[config.mk]
export PLATFORM = sky130hd
export DESIGN_NAME = fftsink
export DESIGN_NICKNAME = d
export VERILOG_FILES = /design/src/rtl/fftsink_pkg.sv /design/src/rtl/fftsink_fifo.sv /design/src/rtl/fftsink.sv
export SDC_FILE = /design/constraint.sdc
export NUM_CORES = 1
export LEC_CHECK = 0
export ABC_CLOCK_PERIOD_IN_PS = 11300
export CAP_MARGIN = 20
export CORE_UTILIZATION = 30
export CTS_BUF_LIST = sky130_fd_sc_hd__clkbuf_2
export DETAILED_ROUTE_END_ITERATION = 10
export SLEW_MARGIN = 20
export SYNTH_ARGS = -nofsm -noshare
export SYNTH_HDL_FRONTEND = slang
export SYNTH_HIERARCHICAL = 1
export SYNTH_SLANG_ARGS = --single-unit
[constraint.sdc]
create_clock -name i_clk -period 11.3 [get_ports i_clk]
set_input_delay 2.26 -clock i_clk [delete_from_list [all_inputs] [get_ports i_clk]]
set_output_delay 2.26 -clock i_clk [all_outputs]
set_load 0.02 [all_outputs]
[src/rtl/fftsink_pkg.sv]
// fftsink_pkg: shared types and entry layout for the FFT output sink.
// The FIFO entry is packed as {last, bin, data}: data occupies the low
// 2*OWIDTH bits, bin sits directly above it, and last is the MSB.
package fftsink_pkg;

  typedef enum logic [1:0] {
    ST_IDLE = 2'd0,
    ST_RUN  = 2'd1,
    ST_DROP = 2'd2
  } state_e;

  localparam int unsigned OWIDTH_DFLT  = 22;
  localparam int unsigned LGWIDTH_DFLT = 11;
  localparam int unsigned LGFIFO_DFLT  = 4;

  localparam int unsigned ENTRY_W_DFLT = 2*OWIDTH_DFLT + LGWIDTH_DFLT + 1;
  localparam int unsigned DATA_LSB     = 0;

  // Layout helpers so non-default parameterisations share one definition.
  function automatic int unsigned entry_w(input int unsigned ow, input int unsigned lgw);
    return 2*ow + lgw + 1;
  endfunction

  function automatic int unsigned bin_lsb(input int unsigned ow);
    return 2*ow;
  endfunction

  function automatic int unsigned last_bit(input int unsigned ow, input int unsigned lgw);
    return 2*ow + lgw;
  endfunction

endpackage

[src/rtl/fftsink_fifo.sv]
// fftsink_fifo: register-array FIFO with first-word fall-through head.
// Ports:
//   i_clk, i_reset_n      clock, async active-low reset
//   i_push, i_data        write request and entry (ignored when full)
//   i_pop                 read request (ignored when empty)
//   o_head                entry at the read pointer, valid when !o_empty
//   o_full, o_empty       occupancy from the registered count
module fftsink_fifo #(
  parameter int unsigned WIDTH   = 8,
  parameter int unsigned LGDEPTH = 2
) (
  input  logic             i_clk,
  input  logic             i_reset_n,
  input  logic             i_push,
  input  logic [WIDTH-1:0] i_data,
  input  logic             i_pop,
  output logic [WIDTH-1:0] o_head,
  output logic             o_full,
  output logic             o_empty
);

  localparam int unsigned DEPTH = 1 << LGDEPTH;

  logic [WIDTH-1:0]   mem_q [DEPTH];
  logic [LGDEPTH-1:0] wr_ptr_q, wr_ptr_d;
  logic [LGDEPTH-1:0] rd_ptr_q, rd_ptr_d;
  logic [LGDEPTH:0]   count_q, count_d;
  logic               do_push_c, do_pop_c;

  assign o_full  = (count_q == (LGDEPTH+1)'(DEPTH));
  assign o_empty = (count_q == '0);
  assign o_head  = mem_q[rd_ptr_q];

  // Pointer and occupancy update; push and pop together leave count unchanged.
  always_comb begin
    do_push_c = i_push & ~o_full;
    do_pop_c  = i_pop & ~o_empty;
    wr_ptr_d  = wr_ptr_q;
    rd_ptr_d  = rd_ptr_q;
    count_d   = count_q;
    if (do_push_c) wr_ptr_d = wr_ptr_q + LGDEPTH'(1);
    if (do_pop_c)  rd_ptr_d = rd_ptr_q + LGDEPTH'(1);
    case ({do_push_c, do_pop_c})
      2'b10:   count_d = count_q + (LGDEPTH+1)'(1);
      2'b01:   count_d = count_q - (LGDEPTH+1)'(1);
      default: count_d = count_q;
    endcase
  end

  always_ff @(posedge i_clk or negedge i_reset_n) begin
    if (!i_reset_n) begin
      wr_ptr_q <= '0;
      rd_ptr_q <= '0;
      count_q  <= '0;
    end else begin
      wr_ptr_q <= wr_ptr_d;
      rd_ptr_q <= rd_ptr_d;
      count_q  <= count_d;
    end
  end

  // Storage needs no reset: contents are qualified by the count.
  always_ff @(posedge i_clk) begin
    if (do_push_c) mem_q[wr_ptr_q] <= i_data;
  end

endmodule

[src/rtl/fftsink.sv]
// fftsink: frames the free-running FFT result stream on i_sync, tags each
// bin with its index and an end-of-frame flag, and buffers it for a
// valid/ready consumer. Whole frames are dropped on backpressure.
// Ports:
//   i_clk, i_reset_n         clock, async active-low reset
//   i_ce, i_result, i_sync   FFT result strobe, word {re,im}, bin-0 marker
//   i_ready                  downstream accepts head word
//   i_clr                    clears o_overflow and o_sync_err
//   o_valid, o_data, o_bin, o_last   FIFO head stream
//   o_aligned                framing state is RUN
//   o_overflow, o_sync_err   sticky loss / misaligned-sync flags
module fftsink
  import fftsink_pkg::*;
#(
  parameter int unsigned OWIDTH  = OWIDTH_DFLT,
  parameter int unsigned LGWIDTH = LGWIDTH_DFLT,
  parameter int unsigned LGFIFO  = LGFIFO_DFLT
) (
  input  logic                  i_clk,
  input  logic                  i_reset_n,
  input  logic                  i_ce,
  input  logic [2*OWIDTH-1:0]   i_result,
  input  logic                  i_sync,
  input  logic                  i_ready,
  input  logic                  i_clr,
  output logic                  o_valid,
  output logic [2*OWIDTH-1:0]   o_data,
  output logic [LGWIDTH-1:0]    o_bin,
  output logic                  o_last,
  output logic                  o_aligned,
  output logic                  o_overflow,
  output logic                  o_sync_err
);

  localparam int unsigned DW  = 2*OWIDTH;
  localparam int unsigned EW  = entry_w(OWIDTH, LGWIDTH);
  localparam int unsigned BL  = bin_lsb(OWIDTH);
  localparam int unsigned LB  = last_bit(OWIDTH, LGWIDTH);
  localparam logic [LGWIDTH-1:0] BIN_MAX = '1;

  state_e             state_q, state_d;
  logic [LGWIDTH-1:0] cnt_q, cnt_d;
  logic               ovf_q, ovf_d;
  logic               serr_q, serr_d;
  logic               aligned_q, aligned_d;

  logic               push_c, pop_c, full_c, empty_c;
  logic               ovf_set_c, serr_set_c;
  logic [LGWIDTH-1:0] wr_bin_c;
  logic [EW-1:0]      wr_entry_c, head_c;

  // Framing FSM, bin counter and sticky flags.
  always_comb begin
    state_d    = state_q;
    cnt_d      = cnt_q;
    push_c     = 1'b0;
    wr_bin_c   = cnt_q;
    ovf_set_c  = 1'b0;
    serr_set_c = 1'b0;
    if (i_ce) begin
      if (i_sync) begin
        // Sync mid-frame means the core and our counter disagree; realign.
        if (state_q == ST_RUN && cnt_q != '0) serr_set_c = 1'b1;
        if (!full_c) begin
          push_c   = 1'b1;
          wr_bin_c = '0;
          cnt_d    = LGWIDTH'(1);
          state_d  = ST_RUN;
        end else begin
          ovf_set_c = 1'b1;
          state_d   = ST_DROP;
        end
      end else if (state_q == ST_RUN) begin
        if (!full_c) begin
          push_c = 1'b1;
          cnt_d  = cnt_q + LGWIDTH'(1);
        end else begin
          ovf_set_c = 1'b1;
          state_d   = ST_DROP;
        end
      end
    end
    // Set takes priority over a coincident clear.
    ovf_d     = ovf_set_c | (ovf_q & ~i_clr);
    serr_d    = serr_set_c | (serr_q & ~i_clr);
    aligned_d = (state_d == ST_RUN);
  end

  always_ff @(posedge i_clk or negedge i_reset_n) begin
    if (!i_reset_n) begin
      state_q   <= ST_IDLE;
      cnt_q     <= '0;
      ovf_q     <= 1'b0;
      serr_q    <= 1'b0;
      aligned_q <= 1'b0;
    end else begin
      state_q   <= state_d;
      cnt_q     <= cnt_d;
      ovf_q     <= ovf_d;
      serr_q    <= serr_d;
      aligned_q <= aligned_d;
    end
  end

  assign wr_entry_c = {(wr_bin_c == BIN_MAX), wr_bin_c, i_result};
  assign pop_c      = i_ready & ~empty_c;

  fftsink_fifo #(
    .WIDTH   (EW),
    .LGDEPTH (LGFIFO)
  ) u_fifo (
    .i_clk     (i_clk),
    .i_reset_n (i_reset_n),
    .i_push    (push_c),
    .i_data    (wr_entry_c),
    .i_pop     (pop_c),
    .o_head    (head_c),
    .o_full    (full_c),
    .o_empty   (empty_c)
  );

  assign o_valid    = ~empty_c;
  assign o_data     = head_c[DW-1:0];
  assign o_bin      = head_c[BL +: LGWIDTH];
  assign o_last     = head_c[LB];
  assign o_aligned  = aligned_q;
  assign o_overflow = ovf_q;
  assign o_sync_err = serr_q;

endmodule

# == Word-level counts from Yosys, hierarchy flattened ==
# Memory sizes are Yosys's and may differ from the RTL's.
# Index checks and enable logic that the tools add are counted.
# totals
register_bits,29
ram_bits,896
inputBits,50
out_inout_bits,60
elab_cells,62
mem_count,1
# mem_list
memory,words,word_bits,read_ports,rd_clocked_by_memory_dff,wr,line,text
u_fifo.mem_q,16,56,1,0,1,fftsink_fifo.sv:24,logic [WIDTH-1:0] mem_q [DEPTH];
# classes
add_sub_neg,5
n_eq_ne,6
n_mux,26
bitwise_logic,10
reduce_logical,6
# op_table
cell,n
11-bit two-way mux,7
1-bit two-way mux,13
11-bit by 1-bit adder with 11-bit output (second input constant),1
11-bit == test (second input constant),1
11-bit nonzero test,1
2-bit two-way mux,5
5-bit case mux with 2 select lines,1
4-bit by 1-bit adder with 4-bit output (second input constant),2
2-bit by 1-bit == test with 1-bit output (second input constant),3
5-bit by 1-bit adder with 5-bit output (second input constant),1
1-bit bitwise AND,5
5-bit == test (second input constant),1
5-bit zero test,1
5-bit by 1-bit subtractor with 5-bit output (second input constant),1
2-bit nonzero test,2
1-bit inverter,3
3-bit AND reduction,1
2-bit == test (second input constant),1
1-bit OR,2
1-bit logical AND,1

# == Depth between registers and ports, before layout ==
# Gate-level depths: netlist of the first run.
# logic_depth
word_depth,8
mapped_depth,17
ltp_nobuf,16

# == By module ==
# Netlist of the first run, hierarchy kept.
# by_module_without_submodules
module,instances,cells_each,area_each_um2,seq_area_each_um2
fftsink_fifo,1,1757,35272.6,27231.1
fftsink,1,98,912.1,400.4

# == Worst setup path before layout of the first run ==
# No wires, ideal clock.
# synth_timing
path_type,input to register
from,input i_ce
to,memory u_fifo/mem_q[3][0] (netlist bit) (enable)
t_arrival_ns,6.838
setup_slack_ns,3.924
cell_stages,7
path_cell_list,and2b_4 o21ai_1 inv_1 and2_1 buf_2 nand2_1 nor3_1
# synth_between
elab_chain_len,4
# synth_lines
element,line,text
from (decl),fftsink.sv:21,"input logic i_ce,"
1-bit two-way mux,fftsink.sv:60,if (i_ce) begin
net push_c,fftsink.sv:47,"logic push_c, pop_c, full_c, empty_c;"
1-bit bitwise AND,fftsink_fifo.sv:36,do_push_c = i_push & ~o_full;
1-bit two-way mux,fftsink_fifo.sv:64,if (do_push_c) mem_q[wr_ptr_q] <= i_data;
1-bit two-way mux (not written as such),fftsink_fifo.sv:64,
to (decl),fftsink_fifo.sv:24,
# The timed path passes the listed nets, and every way through them passes these cells.

# == Worst setup path after layout of the first run ==
# layout_timing
from,register u_fifo.rd_ptr_q[1]
to,output o_data[21]
# layout_between
elab_chain_len,1
# layout_lines
element,line,text
from (decl),fftsink_fifo.sv:26,"logic [LGDEPTH-1:0] rd_ptr_q, rd_ptr_d;"
from (signal assigned),fftsink_fifo.sv:57,rd_ptr_q <= rd_ptr_d;
memory read 16 x 56 bit,--,
to (decl),fftsink.sv:27,"output logic [2*OWIDTH-1:0] o_data,"
# Every way passes these cells.

==> results of run 1 <==
[per-layer routing]
layer / vias up / GRT usage, %
met3: 123 / 3.22
met1: 9900 / 18.5
met5: - / 0
met2: 480 / 24.4
met4: 8 / 5.12
li1: 8293 / -
[state kept, by name, indices dropped and copies added (netlist names)]
signal / count
u_fifo/mem_q: 896
cnt_q: 11
u_fifo/count_q: 5
u_fifo/rd_ptr_q: 4
u_fifo/wr_ptr_q: 4
state_q: 2
o_aligned: 1
o_overflow: 1
o_sync_err: 1
[stage by stage]
step / power, mW / instance area (um2) / worst slack, ns / hold slack, ns / cells
6_report: 10.1 / 41200 / 3.14 / 0.490 / 3909
5_1_grt: 10.7 / 41200 / 2.81 / 0.521 / 3909
4_1_cts: 10.3 / 41200 / 2.92 / 0.489 / 3907
3_5_place_dp: 8.05 / 39100 / 4.73 / 0.470 / 3514
3_3_place_gp: 8.01 / 39100 / 4.70 / 0.461 / 3514
2_1_floorplan: 6.72 / 36200 / 3.92 / 0.448 / 1855
[critical path: stages, from the launching register on]
cell	delay, ns
dfrtp_4	0.72
buf_4	0.78
nand2b_2	0.48
buf_4	0.80
o21ai_0	0.26
a21oi_1	0.24
o21ai_0	0.12
nand2_1	0.25
clkdlybuf4s50_1	0.66
[how the worst max path moves through the flow]
stage                     slack (ns)                 end                from
final                           3.14          o_data[21]  u_fifo/rd_ptr_q[1]
after global routing            2.81          o_data[21]  u_fifo/rd_ptr_q[1]
after CTS                       2.92          o_data[21]  u_fifo/rd_ptr_q[1]
after detailed placement        4.73          o_data[21]  u_fifo/rd_ptr_q[1]
after global placement          4.70          o_data[21]  u_fifo/rd_ptr_q[1]
after floorplan                 3.92  u_fifo/mem_q[3][0]                i_ce
[final cells by class]
class	count	share of cell area, %
Antenna cell	1	0.00607
Clock inverter	72	1.16
Clock buffer	321	3.90
Timing Repair Buffer	150	3.50
Sequential cell	925	67.0
Inverter	15	0.137
Multi-Input combinational cell	813	19.4
Tap cell	1612	4.89
[cell families (layout without fill, tap and decap cells)]
group                      after synthesis  after routing  synth area share (%)
other                                    0              1                     0
muxes                                  339            339                  13.5
AOI/OAI and AO/OA                      307            307                  5.62
adders and majority gates               12             12                 0.436
buffers and inverters                  117            558                  1.92
xor gates and xnor gates                14             14                 0.339
DFF                                    925            925                  76.4
and+or+nand+nor                        141            141                  1.87
[cells in the final DEF (no fill, tap or decap), types with 3 or more instances in the layout]
master	n
a21oi_1	62
a221oi_1	36
a221oi_2	20
a22oi_1	56
and2_1	8
buf_4	38
clkbuf_2	321
clkdlybuf4s50_1	109
clkinv_1	43
clkinv_2	12
clkinv_8	6
dfrtp_1	25
dfrtp_4	3
edfxtp_1	896
ha_1	11
inv_1	15
inv_12	3
inv_6	3
mux2_1	34
mux2_2	24
mux2i_1	169
mux4_2	112
nand2_1	71
nand3_1	5
nor2_1	8
nor2_4	12
nor2b_1	4
nor3_2	4
nor4_1	3
o211ai_1	4
o21ai_0	89
o21ai_1	36
or3_1	3
xnor2_1	7
xor2_1	7
[report_power, final]
part | leakage (nW) | internal [mW] | total [mW] | switching [mW]
clock | 1.56 | 0.848 | 2.20 | 1.35
combinational | 3.73 | 1.43 | 3.61 | 2.18
sequential | 8.47 | 4.14 | 4.32 | 0.178
==> run summary, run 1 <==
# resized after CTS -> 0
WHS Endpoint -> state_q[1]
Vias after detailed routing -> 18804
Routed length on met2 -> 44000 um
Post-CTS Setup Inserts -> 0
Die area -> 122000 um2
Reg-to-reg startpoint -> state_q[1]
Area share of the largest cell type after synthesis -> 74.4%
PwrDens -> 246 nW/um2
Port bufs -> 109
Setup TNS -> 0 ns
Worst-case clock buffer depth -> 3
# DRC -> 0
Chip Width -> 349 um
Max Slew Vio Count -> 0
CTS hold repair buffers -> 0
Min-delay worst type -> reg -> reg
Maxcap violations -> 0
Vias in the first global route -> 19923
Dominant cell type by area after synthesis -> edfxtp_1
Fin util -> 34.4%
Antenna viol nets, final -> 0
Run status -> complete, no violations
Worst setup SP type -> register
Drt via density -> 4.81
HPWL Detailed -> 44000 um
F_max -> 0.123 GHz
Gr ovfl total -> 0
Synthesized Nets -> 1917
Post-route clock period utilization -> 72.2%
M1 WL -> 38400 um
Root buffer cell -> clkbuf_2
Clock-pin slew on the worst setup and hold paths -> 0.12 ns
Drt pass-1 iters -> 5
Setup violations, final -> 0
Highest metal used -> met5
Maximum fanout along the worst path -> 50
Sequential-to-total area share from yosys stat -> 76.4%
Post-Synthesis Cells -> 1855
Area growth, synth to finish -> 13.9%
CTS HTree Levels -> 4
Clock sink total -> 925
CORE AREA -> 120000 um2
Die Height -> 349 um
Initial antenna violation count -> 7
Row count -> 127
Worst skew pair latency -> 1.55 ns
WP data required -> 9.04 ns
Fin crit period -> 8.16 ns
Routed wire per std cell -> 22.6 um
P_leak -> 13.8 nW
Largest net degree at the start of global routing -> 123
Hold-critical path depth -> 2
Fraction of layout instances using a drive strength above 1 -> 25.1%
Gpl congestion -> 0.712
Ys Warns -> 6
RSZ-0062 raised after global routing -> false
Clock Skews -> 0.182 ns
Top cells by area, synth -> edfxtp_1 (74%), mux4_2 (7.0%), mux2i_1 (4.7%)
Hold Startpoint -> state_q[1]
Setup CP Type -> reg -> out
Synth cell count leaders -> edfxtp_1 (896), mux2i_1 (169), mux4_2 (112)
Tightest Pin Transition -> 1.16 ns
Number of synthesized flops with an enable pin -> 896
CTS Buf Count -> 227
Register bit total from synthesis -> 925
Top-count cell post-synth -> edfxtp_1
Nets -> 2194
Worst VDD drop -> 0.177 mV
TritonCTS clock tree -> built
Setup crit end kind -> output pin
Initial Util -> 30.2%
Internal reg-to-reg setup slack -> 7.04 ns
Detailed Route Iter0 Violations -> 1296
Final Hold Fails -> 0
Seq. cell area -> 27600 um2
Total GRT Usage -> 14.6%
Detailed-routed wire length on met3 -> 4160 um
Footprint of the multi-input gates -> 7980 um2
CP arrival -> 5.90 ns
First-pass GRT wire length -> 130000 um
Mapped Avg Cell Area -> 19.5 um2
Max_slew headroom -> 22.8%
Cell Area, Synth -> 36200 um2
I/O pins -> 110
Top_reg_cell synth -> edfxtp_1
Total routed wirelength -> 88300 um
RR Endpoint -> u_fifo/mem_q[15][28]
Unique masters post-synth -> 48
R2R depth -> 7
Filler cells -> 11364
Fraction of registers with async set/reset -> 3.14%
(Power assumes the default switching activity.)
==> run 2: changes to the inputs <==
--- a/config.mk
+++ b/config.mk
@@ -5,7 +5,7 @@
 export SDC_FILE = /design/constraint.sdc
 export NUM_CORES = 1
 export LEC_CHECK = 0
-export ABC_CLOCK_PERIOD_IN_PS = 11300
+export ABC_CLOCK_PERIOD_IN_PS = 6850
 export CAP_MARGIN = 20
 export CORE_UTILIZATION = 30
 export CTS_BUF_LIST = sky130_fd_sc_hd__clkbuf_2
==> constraint.sdc (replaced) <==
create_clock -name i_clk -period 6.85 [get_ports i_clk]
set_input_delay 1.37 -clock i_clk [delete_from_list [all_inputs] [get_ports i_clk]]
set_output_delay 1.37 -clock i_clk [all_outputs]
set_load 0.02 [all_outputs]
==> run 2 against run 1 <==
- cell count up 0.54%
- clock skew down 0.051 ns
- hold slack worse by 0.25 ns
- core utilization up 0.19 points
- via count down 0.11%
- largest cell class unchanged
==> run summary, run 2 (synthesized netlist as in run 1, its figures left out) <==
Vias in the first global route -> 19756
Gpl congestion -> 0.711
Maxcap violations -> 0
P_leak -> 13.8 nW
Final non-filler cell total -> 3930
Clock power frac -> 21.2%
Drt via density -> 4.78
Largest registers -> u_fifo/mem_q (896), cnt_q (11), u_fifo/count_q (5)
Tightest Pin Transition -> 1.09 ns
Internal reg-to-reg setup slack -> 3.15 ns
Routed wire per std cell -> 21.6 um
Worst VDD drop -> 0.197 mV
CTS Buf Count -> 225
HPWL Detailed -> 44600 um
Post-CTS Setup Inserts -> 0
Cell total after placement -> 3515
Max reg flops -> 896
Largest net degree at the start of global routing -> 80
Fin crit period -> 6.40 ns
Min-delay worst type -> in -> async
Drt pass-1 iters -> 6
Final Hold Fails -> 0
Run status -> complete, no violations
RR Endpoint -> u_fifo/count_q[4]
Largest reg by FF count -> u_fifo/mem_q
Fin util -> 34.6%
Leading cell types in the layout, fill and taps excluded -> edfxtp_1 (896), clkbuf_2 (318), mux2i_1 (169)
Port bufs -> 109
Clock sink total -> 925
Gr ovfl total -> 0
Fraction of layout instances using a drive strength above 1 -> 24.8%
Initial Util -> 30.2%
Seq pwr share -> 43.2%
Reg-to-reg startpoint -> u_fifo/count_q[0]
Worst-case clock buffer depth -> 3
DP Worst Slack -> 1.94 ns
Psw -> 6.05 mW
CTS HTree Levels -> 4
Detailed Route Iter0 Violations -> 1236
Total routed wirelength -> 84700 um
Worst setup SP type -> register
Max Slew Vio Count -> 0
First-pass GRT wire length -> 125000 um
Nets -> 2196
CP max stage delay -> 1.01 ns
# DRC -> 0
Max_slew headroom -> 27.1%
Setup TNS -> 0 ns
DP Area -> 39300 um2
Switch share -> 36.4%
Setup crit end kind -> output pin
Die area -> 122000 um2
Row count -> 127
Setup violations, final -> 0
Chip Width -> 349 um
Clock Skews -> 0.131 ns
Setup CP Type -> reg -> out
WP data required -> 5.48 ns
Antenna viol nets, final -> 0
Die Height -> 349 um
PwrDens -> 401 nW/um2
Total GRT Usage -> 13.9%
Worst skew pair latency -> 1.57 ns
Maximum fanout along the worst path -> 48
Hold Slack -> 0.241 ns
Finished Cell Area -> 41500 um2
Vias after detailed routing -> 18783
Commonest non-fill, non-tap cell in the layout -> edfxtp_1
# resized after CTS -> 0
RSZ-0062 raised after global routing -> false
TritonCTS clock tree -> built
Clock-pin slew on the worst setup and hold paths -> 0.10 ns
Slowest stage cell, crit path -> dfrtp_4
Combinational group share of total power -> 35.6%
P_int -> 10.6 mW
Final WS setup -> 0.448 ns
I/O pins -> 110
Area growth, synth to finish -> 14.6%
Initial antenna violation count -> 8
Root buffer cell -> clkbuf_2
CP arrival -> 5.03 ns
R2R depth -> 16
CORE AREA -> 120000 um2
Post-route clock period utilization -> 93.5%
CTS hold repair buffers -> 0
Worst path cell trace -> and2_4 > buf_4 > a221oi_1 > a22oi_1 > nand2_1 > clkdlybuf4s50_1
F_max -> 0.156 GHz
Overall Power -> 16.6 mW
## run 2: cell count changes in the layout (fill, tap and decap cells not counted), sizes merged
cell | before | now
buf | 41 | 45
bufinv | 2 | 1
clkbuf | 321 | 318
clkinv | 61 | 72
diode | 1 | 10
inv | 23 | 24
## run 2: worst max path at each step
| stage | from | end |
|---|---|---|
| detailed placement | u_fifo/rd_ptr_q[1] | o_data[25] |
| global placement | u_fifo/rd_ptr_q[1] | o_data[25] |
| finish | u_fifo/rd_ptr_q[1] | o_data[26] |
| CTS | u_fifo/rd_ptr_q[1] | o_data[25] |
| floorplan | i_ce | u_fifo/mem_q[3][0] |
| global route | u_fifo/rd_ptr_q[1] | o_data[25] |
## run 2: per-layer routing
| layer | vias to the layer above | global-route usage [%] | routed length [um] |
|---|---|---|---|
| li1 | 8313 | - | - |
| met1 | 9793 | 17.6 | 36500 |
| met2 | 532 | 23.0 | 41500 |
| met3 | 137 | 3.46 | 5010 |
| met4 | 8 | 4.99 | 1610 |
| met5 | - | 0 | 39 |
## run 2: final cells by class
class | count | area (um2)
antenna | 10 | 25.0
clock buffer | 318 | 1590
clock inverter | 83 | 422
fill | 11275 | 78400
inverter | 15 | 56.3
multi-input combinational | 813 | 7990
sequential | 925 | 27600
tap | 1612 | 2020
timing repair buffer | 154 | 1710
## run 2: critical path, delay by kind of cell (launching register included)
kind                   cells  cell delay, ns
AOI/OAI and AO/OA          2            0.40
and+or+nand+nor            2            0.89
DFF                        1            1.01
buffers and inverters      2            1.12
## run 2: power groups by stage
stage / Clock [mW] / Combinational [mW] / Sequential (mW)
2_1_floorplan: 0 / 3.98 / 7.11
3_3_place_gp: 0 / 5.88 / 7.34
3_5_place_dp: 0 / 5.94 / 7.38
4_1_cts: 3.66 / 5.96 / 7.25
5_1_grt: 3.92 / 6.38 / 7.25
6_report: 3.52 / 5.92 / 7.19
==> run 3: changes to the inputs <==
--- a/config.mk
+++ b/config.mk
@@ -10,6 +10,7 @@
 export CORE_UTILIZATION = 30
 export CTS_BUF_LIST = sky130_fd_sc_hd__clkbuf_2
 export DETAILED_ROUTE_END_ITERATION = 10
+export GPL_ROUTABILITY_DRIVEN = 0
 export SLEW_MARGIN = 20
 export SYNTH_ARGS = -nofsm -noshare
 export SYNTH_HDL_FRONTEND = slang
==> results of run 3 <==
The final DEF is identical to that of run 2; final timing and power are the same.
